File: src/rtl/neuron_pkg.sv
// Shared types and helpers for the time-multiplexed fp32 neuron.
package neuron_pkg;

  localparam int unsigned FP_W = 32;
  localparam logic [FP_W-1:0] FP_ZERO = 32'h0;

  typedef enum logic [1:0] {IDLE, MAC, OUT} state_e;

  // Any value with the sign bit set (including -0.0 and negative NaN) maps to +0.0.
  function automatic logic [FP_W-1:0] fp_relu(input logic [FP_W-1:0] x);
    return x[FP_W-1] ? FP_ZERO : x;
  endfunction

endpackage

File: src/rtl/float_adder.sv
// Combinational fp32 adder with guard/round/sticky alignment, round-to-nearest-even.
module float_adder (
  input  logic [31:0] a_i,
  input  logic [31:0] b_i,
  output logic [31:0] y_o
);

  logic [31:0]        x, z;
  logic [7:0]         ex, ez, d;
  logic [26:0]        mx, mz, sh, n;
  logic [27:0]        s;
  logic [24:0]        r;
  logic [4:0]         lz;
  logic               sub, up;
  logic signed [9:0]  e;

  always_comb begin
    // x is the operand of larger magnitude, so it also supplies the result sign.
    if (a_i[30:0] >= b_i[30:0]) begin
      x = a_i;
      z = b_i;
    end else begin
      x = b_i;
      z = a_i;
    end
    ex = x[30:23];
    ez = z[30:23];
    mx = (ex == 8'd0) ? 27'd0 : {1'b1, x[22:0], 3'b0};
    mz = (ez == 8'd0) ? 27'd0 : {1'b1, z[22:0], 3'b0};
    d  = ex - ez;
    if (d >= 8'd27) begin
      sh = {26'b0, |mz};
    end else begin
      sh    = mz >> d;
      sh[0] = sh[0] | (|(mz & ~(27'h7FFFFFF << d)));
    end
    sub = x[31] ^ z[31];
    s   = sub ? ({1'b0, mx} - {1'b0, sh}) : ({1'b0, mx} + {1'b0, sh});
    e   = $signed({2'b0, ex});
    lz  = 5'd0;
    for (int i = 0; i < 27; i++) begin
      if (s[i]) lz = 5'(26 - i);
    end
    if (s[27]) begin
      n = {s[27:2], s[1] | s[0]};
      e = e + 10'sd1;
    end else begin
      n = s[26:0] << lz;
      e = e - $signed({5'b0, lz});
    end
    up = n[2] & (n[1] | n[0] | n[3]);
    r  = {1'b0, n[26:3]} + 25'(up);
    if (r[24]) e = e + 10'sd1;
    if (s == 28'd0) begin
      // Exact cancellation yields +0.0; only (-0)+(-0) keeps the sign.
      y_o = {~sub & x[31], 31'b0};
    end else if (e >= 10'sd255) begin
      y_o = {x[31], 8'hFF, 23'b0};
    end else if (e <= 10'sd0) begin
      y_o = {x[31], 31'b0};
    end else begin
      y_o = {x[31], e[7:0], r[24] ? r[23:1] : r[22:0]};
    end
  end

endmodule

File: src/rtl/float_mult.sv
// Combinational fp32 multiplier, round-to-nearest-even; subnormals flush to signed zero.
module float_mult (
  input  logic [31:0] a_i,
  input  logic [31:0] b_i,
  output logic [31:0] y_o
);

  logic [47:0]        p;
  logic [22:0]        m;
  logic [23:0]        r;
  logic               g, st, sgn;
  logic signed [9:0]  e;

  always_comb begin
    sgn = a_i[31] ^ b_i[31];
    p   = 48'({1'b1, a_i[22:0]}) * 48'({1'b1, b_i[22:0]});
    e   = $signed({2'b0, a_i[30:23]}) + $signed({2'b0, b_i[30:23]}) - 10'sd127;
    if (p[47]) begin
      m  = p[46:24];
      g  = p[23];
      st = |p[22:0];
      e  = e + 10'sd1;
    end else begin
      m  = p[45:23];
      g  = p[22];
      st = |p[21:0];
    end
    r = {1'b0, m} + 24'(g & (st | m[0]));
    // Carry out of rounding leaves the mantissa field all-zero.
    if (r[23]) e = e + 10'sd1;
    if (a_i[30:23] == 8'd0 || b_i[30:23] == 8'd0 || e <= 10'sd0) begin
      y_o = {sgn, 31'b0};
    end else if (e >= 10'sd255) begin
      y_o = {sgn, 8'hFF, 23'b0};
    end else begin
      y_o = {sgn, e[7:0], r[22:0]};
    end
  end

endmodule

File: src/rtl/neuron_mac_dp.sv
// Datapath: captured input vector, operand mux by index, one multiplier, one adder, accumulator.
module neuron_mac_dp
  import neuron_pkg::*;
#(
  parameter int unsigned              N_IN   = 15,
  parameter logic [N_IN*FP_W-1:0]     W_FLAT = '0,
  parameter logic [FP_W-1:0]          BIAS   = FP_ZERO,
  localparam int unsigned             IdxW   = $clog2(N_IN)
) (
  input  logic                   clk_i,
  input  logic                   rst_i,
  input  logic                   load_i,
  input  logic                   en_i,
  input  logic [N_IN*FP_W-1:0]   a_flat_i,
  input  logic [IdxW-1:0]        idx_i,
  output logic [FP_W-1:0]        sum_o
);

  logic [N_IN*FP_W-1:0] a_q, a_d;
  logic [FP_W-1:0]      acc_q, acc_d;
  logic [FP_W-1:0]      op_a, op_w, prod;

  assign op_a = a_q[idx_i*FP_W +: FP_W];
  assign op_w = W_FLAT[idx_i*FP_W +: FP_W];

  float_mult u_mult (
    .a_i (op_a),
    .b_i (op_w),
    .y_o (prod)
  );

  float_adder u_add (
    .a_i (acc_q),
    .b_i (prod),
    .y_o (sum_o)
  );

  always_comb begin
    a_d   = a_q;
    acc_d = acc_q;
    if (load_i) begin
      a_d   = a_flat_i;
      acc_d = BIAS;
    end else if (en_i) begin
      acc_d = sum_o;
    end
  end

  always_ff @(posedge clk_i or posedge rst_i) begin
    if (rst_i) begin
      a_q   <= '0;
      acc_q <= FP_ZERO;
    end else begin
      a_q   <= a_d;
      acc_q <= acc_d;
    end
  end

endmodule

File: src/rtl/neuron_mac_seq.sv
// Sequential fp32 neuron: y = act(BIAS + sum A[i]*W[i]) accumulated one term per cycle.
// Define NEURON_RELU_EN for a ReLU output; otherwise the output is linear.
module neuron_mac_seq
  import neuron_pkg::*;
#(
  parameter int unsigned          N_IN   = 15,
  parameter logic [N_IN*32-1:0]   W_FLAT = '0,
  parameter logic [31:0]          BIAS   = 32'h0
) (
  input  logic                 clk,
  input  logic                 rst,
  input  logic                 in_valid,
  output logic                 in_ready,
  input  logic [N_IN*32-1:0]   a_flat,
  output logic                 out_valid,
  input  logic                 out_ready,
  output logic [31:0]          y
);

  localparam int unsigned IdxW = $clog2(N_IN);
  localparam logic [IdxW-1:0] IdxLast = IdxW'(N_IN - 1);

  state_e          state_q;
  logic [IdxW-1:0] idx_q;
  logic [31:0]     y_q;
  logic            out_valid_q;
  logic [31:0]     sum;
  logic [31:0]     act_sum;
  logic            load, en;

  assign load = (state_q == IDLE) && in_valid;
  assign en   = (state_q == MAC);

  neuron_mac_dp #(
    .N_IN   (N_IN),
    .W_FLAT (W_FLAT),
    .BIAS   (BIAS)
  ) u_dp (
    .clk_i    (clk),
    .rst_i    (rst),
    .load_i   (load),
    .en_i     (en),
    .a_flat_i (a_flat),
    .idx_i    (idx_q),
    .sum_o    (sum)
  );

`ifdef NEURON_RELU_EN
  assign act_sum = fp_relu(sum);
`else
  assign act_sum = sum;
`endif

  always_ff @(posedge clk or posedge rst) begin
    if (rst) begin
      state_q     <= IDLE;
      idx_q       <= '0;
      y_q         <= FP_ZERO;
      out_valid_q <= 1'b0;
    end else begin
      unique case (state_q)
        IDLE: begin
          if (in_valid) begin
            idx_q   <= '0;
            state_q <= MAC;
          end
        end
        MAC: begin
          if (idx_q == IdxLast) begin
            y_q         <= act_sum;
            out_valid_q <= 1'b1;
            state_q     <= OUT;
          end else begin
            idx_q <= idx_q + IdxW'(1);
          end
        end
        OUT: begin
          if (out_ready) begin
            out_valid_q <= 1'b0;
            state_q     <= IDLE;
          end
        end
        default: state_q <= IDLE;
      endcase
    end
  end

  assign in_ready  = (state_q == IDLE);
  assign out_valid = out_valid_q;
  assign y         = y_q;

endmodule

File: config.mk
export PLATFORM = sky130hd
export DESIGN_NAME = neuron_mac_seq
export DESIGN_NICKNAME = d
export VERILOG_FILES = /design/src/rtl/neuron_pkg.sv /design/src/rtl/float_adder.sv /design/src/rtl/float_mult.sv /design/src/rtl/neuron_mac_dp.sv /design/src/rtl/neuron_mac_seq.sv
export SDC_FILE = /design/constraint.sdc
export NUM_CORES = 1
export LEC_CHECK = 0
export CAP_MARGIN = 20
export CORE_AREA = 2 2 204 206
export CTS_CLUSTER_SIZE = 20
export DETAILED_ROUTE_END_ITERATION = 8
export DIE_AREA = 0 0 206 208
export PLACE_DENSITY = 0.53
export SETUP_SLACK_MARGIN = 0.2
export SLEW_MARGIN = 0
export SYNTH_ARGS = -nofsm -noshare
export SYNTH_HDL_FRONTEND = slang
export SYNTH_SLANG_ARGS = --single-unit
File: constraint.sdc
create_clock -name clk -period 8.7 [get_ports clk]
set_clock_uncertainty 0.15 [all_clocks]
set_input_delay 2.175 -clock clk [delete_from_list [all_inputs] [get_ports clk]]
set_output_delay 2.175 -clock clk [all_outputs]
set_load 0.05 [all_outputs]
==> impl_metrics.py <==
metrics = {
    "sta": {
        "maxSlewHeadroom_pct": 31.41,
        "rsz0062_at_grt": "false",
        "fmax_mhz": 124.9,
        "tns_ps": 0,
        "worst_pin_slew_ps": 1025,
        "worst_hold_slack_ps": 320.5,
        "finalCritPeriodShare_pct": 92.03,
        "hold_violations": 0,
        "drv_slew": 0,
        "fin_crit_ps": 8006,
        "setup_viol": 0,
    },
    "critical_path": {
        "cpPeakStageDelay_ps": 470,
        "crit_arrival_ps": 8070,
        "path_common_cell": "ha_1",
        "worst_setup_path_start_kind": "flop",
        "path_class": "flop to flop",
        "crit_fanout": 22,
        "critPathSlowestCell": "ha_1",
        "cp-end-kind": "flop",
        "cp.required_ps": 8770,
    },
    "clock_tree": {
        "cts_tree": "yes",
        "clockBufferDepth": 2,
        "clkTransAtPathRegs_ps": 70,
        "clock-root-buffer": "clkbuf_16",
        "insertion_delay_ps": 340,
        "cts_sinks": 86,
        "numCtsBuffers": 9,
        "htree_levels": 3,
    },
    "grt": {
        "groute.usage.overall_pct": 17.36,
        "grt_max_degree": 87,
        "grt_pass1_wl_um": 58880,
        "grt_remaining_overflow": 0,
        "grt_antenna_before_repair": 0,
        "grt_pass1_vias": 9867,
    },
    "placement": {
        "hpwl_um": 29760,
        "placedInstanceArea_um2": 11440,
        "globalplace.congestion": 1.009,
        "port_buffers": 52,
    },
    "detailed_routing": {
        "vias": 10350,
        "wire_per_inst_um": 19.96,
        "viasPerCell": 5.498,
        "drc": 0,
        "drt-initial-drc-count": 1160,
        "first_pass_iters": 5,
        "ant_nets": 0,
        "wl_um": 37560,
    },
    "floorplan": {
        "dieArea_um2": 42850,
        "core_um2": 40550,
        "ioPinCount": 518,
        "fp.dieW_um": 206,
        "rows": 74,
        "start_util_pct": 24.34,
        "chipHeight_um": 208,
    },
    "logic_synthesis": {
        "syn_area_um2": 9869,
        "synth_top_area_share_pct": 21.81,
        "synthArstFlopShare_pct": 100.0,
        "yosysSeqAreaShare_pct": 21.81,
        "synth_area_per_cell_um2": 7.896,
        "synth_edf_count": 0,
        "synth.distinct_cells": 110,
        "synth_area_leaders": "dfrtp_1, nand2_1, ha_1, a21oi_1, xnor2_1",
        "synth_seq_cells": 86,
        "synthCells": 1250,
        "ys.flop_type": "dfrtp_1",
        "yosysWarnings": 0,
        "synth_largest_area_cell": "dfrtp_1",
    },
    "flow_run": {
        "cap_violations": 0,
    },
    "finish": {
        "nNetsFinal": 1870,
        "final_layout_size_suffix_gt1_share_pct": 16.81,
        "diodes": 0,
        "area_growth_pct": 19.32,
        "fin_area_um2": 11780,
    },
    "worst_hold_path": {
        "hp-class": "flop to flop",
    },
    "status": {
        "status": "completed",
    },
}
[placed cells by master (no fill, tap or decap), types with 14 or more instances in the layout]
cell             Yosys  final
nand2_1            165    163
buf_4               13     94
a21oi_1             86     86
dfrtp_1             86     86
nor2_1              84     83
o21ai_0             54     53
clkdlybuf4s50_1      0     52
o31ai_1             44     44
xnor2_1             42     41
ha_1                40     40
and2_1              35     35
nand3_1             33     33
nor3_1              31     31
xor2_1              25     25
inv_1               24     23
a211oi_1            20     20
o22ai_1             19     19
or2_2               18     18
o211ai_1            18     18
o21ai_1             16     17
mux2_2              17     17
conb_1               2     17
nand4_1             16     16
mux2i_1             16     16
o21a_1              14     14
and3_1              14     14
[through the flow]
stage	worst slack, ps	cells	util [%]
after floorplan	1560	1265	-
after detailed placement	478.8	1863	28.21
final	693.8	1882	29.04
after global placement	577.8	1863	28.21
after CTS	427.0	1879	28.91
after global routing	233.7	1882	29.04
[synthesized netlist by cell type, types with 17 or more instances]
library cell / number
o21ai_0: 54
a21oi_1: 86
xor2_1: 25
or2_2: 18
mux2_2: 17
nor2_1: 84
clkbuf_1: 45
o31ai_1: 44
a211oi_1: 20
nand2_1: 165
o211ai_1: 18
dfrtp_1: 86
nand3_1: 33
ha_1: 40
nor3_1: 31
inv_1: 24
and2_1: 35
xnor2_1: 42
o22ai_1: 19
[path summary, 6_finish.rpt]
| path | startpoint | endpoint | slack, ps | cells past startpoint |
|---|---|---|---|---|
| worst max register to register | u_dp.acc_q[24]$_DFFE_PP0P_ | y[15]$_DFFE_PP0P_ | 690 | 28 |
| worst min register to register | u_dp.acc_q[6]$_DFFE_PP0P_ | u_dp.acc_q[6]$_DFFE_PP0P_ | 320 | 2 |
| min in group asynchronous | rst | y[5]$_DFFE_PP0P_ | 2030 | 3 |
| worst min-delay path | u_dp.acc_q[6]$_DFFE_PP0P_ | u_dp.acc_q[6]$_DFFE_PP0P_ | 320 | 2 |
| worst max-delay path | u_dp.acc_q[24]$_DFFE_PP0P_ | y[15]$_DFFE_PP0P_ | 690 | 28 |
| max in group asynchronous | rst | y[1]$_DFFE_PP0P_ | 5740 | 4 |
[cell type report]
class	instances	area [um2]
Sequential cell	86	2152
Clock buffer	9	225.2
Multi-Input combinational cell	1070	7286
Timing Repair Buffer	148	1274
Fill cell	4391	28780
Clock inverter	7	55.05
Tap cell	532	665.6
Inverter	30	118.9
[worst max-delay path, delay by kind of cell, from the launching register on]
kind	cells	cell delay (ps)
buffers and inverters	3	570
adders and majority gates	3	890
and+or+nand+nor	11	2870
xor gates and xnor gates	1	370
DFF	1	410
AOI/OAI and AO/OA	10	2590
[cell families (layout without fill, tap and decap cells)]
logic type | Yosys count | count (layout) | share of synthesized area (%)
compound gates | 420 | 420 | 30.48
simple gates | 486 | 486 | 26.51
xor+xnor | 69 | 69 | 6.275
buf+inv | 109 | 194 | 5.109
other cells | 2 | 17 | 0.07609
flops | 86 | 86 | 21.81
fa+ha+maj | 41 | 41 | 5.274
mux | 37 | 37 | 4.475
[routing by layer]
| metal | vias up | share of wire (%) | global-route usage [%] |
|---|---|---|---|
| li1 | 4863 | - | - |
| met3 | 81 | 8.1 | 3.430 |
| met2 | 447 | 43 | 26.21 |
| met4 | 0 | 3.1 | 5.123 |
| met5 | - | 0 | 0 |
| met1 | 4956 | 46 | 24.81 |
[timing repair]
action,4_1_cts,5_1_grt
hold buffers,0,0
endpoints found under the setup margin,0,62
gates resized for setup,0,4
buffers inserted,0,2
[registers in the layout (all words and copies together), names as in the netlist]
signal and flops:
out_valid 1, u_dp.a_q 15, u_dp.acc_q 32, idx_q 4
state_q 2, y 32
Power is left out: the tool's default activity adds up to more than one toggle a clock period on the data nets, which glitch-free logic cannot reach.
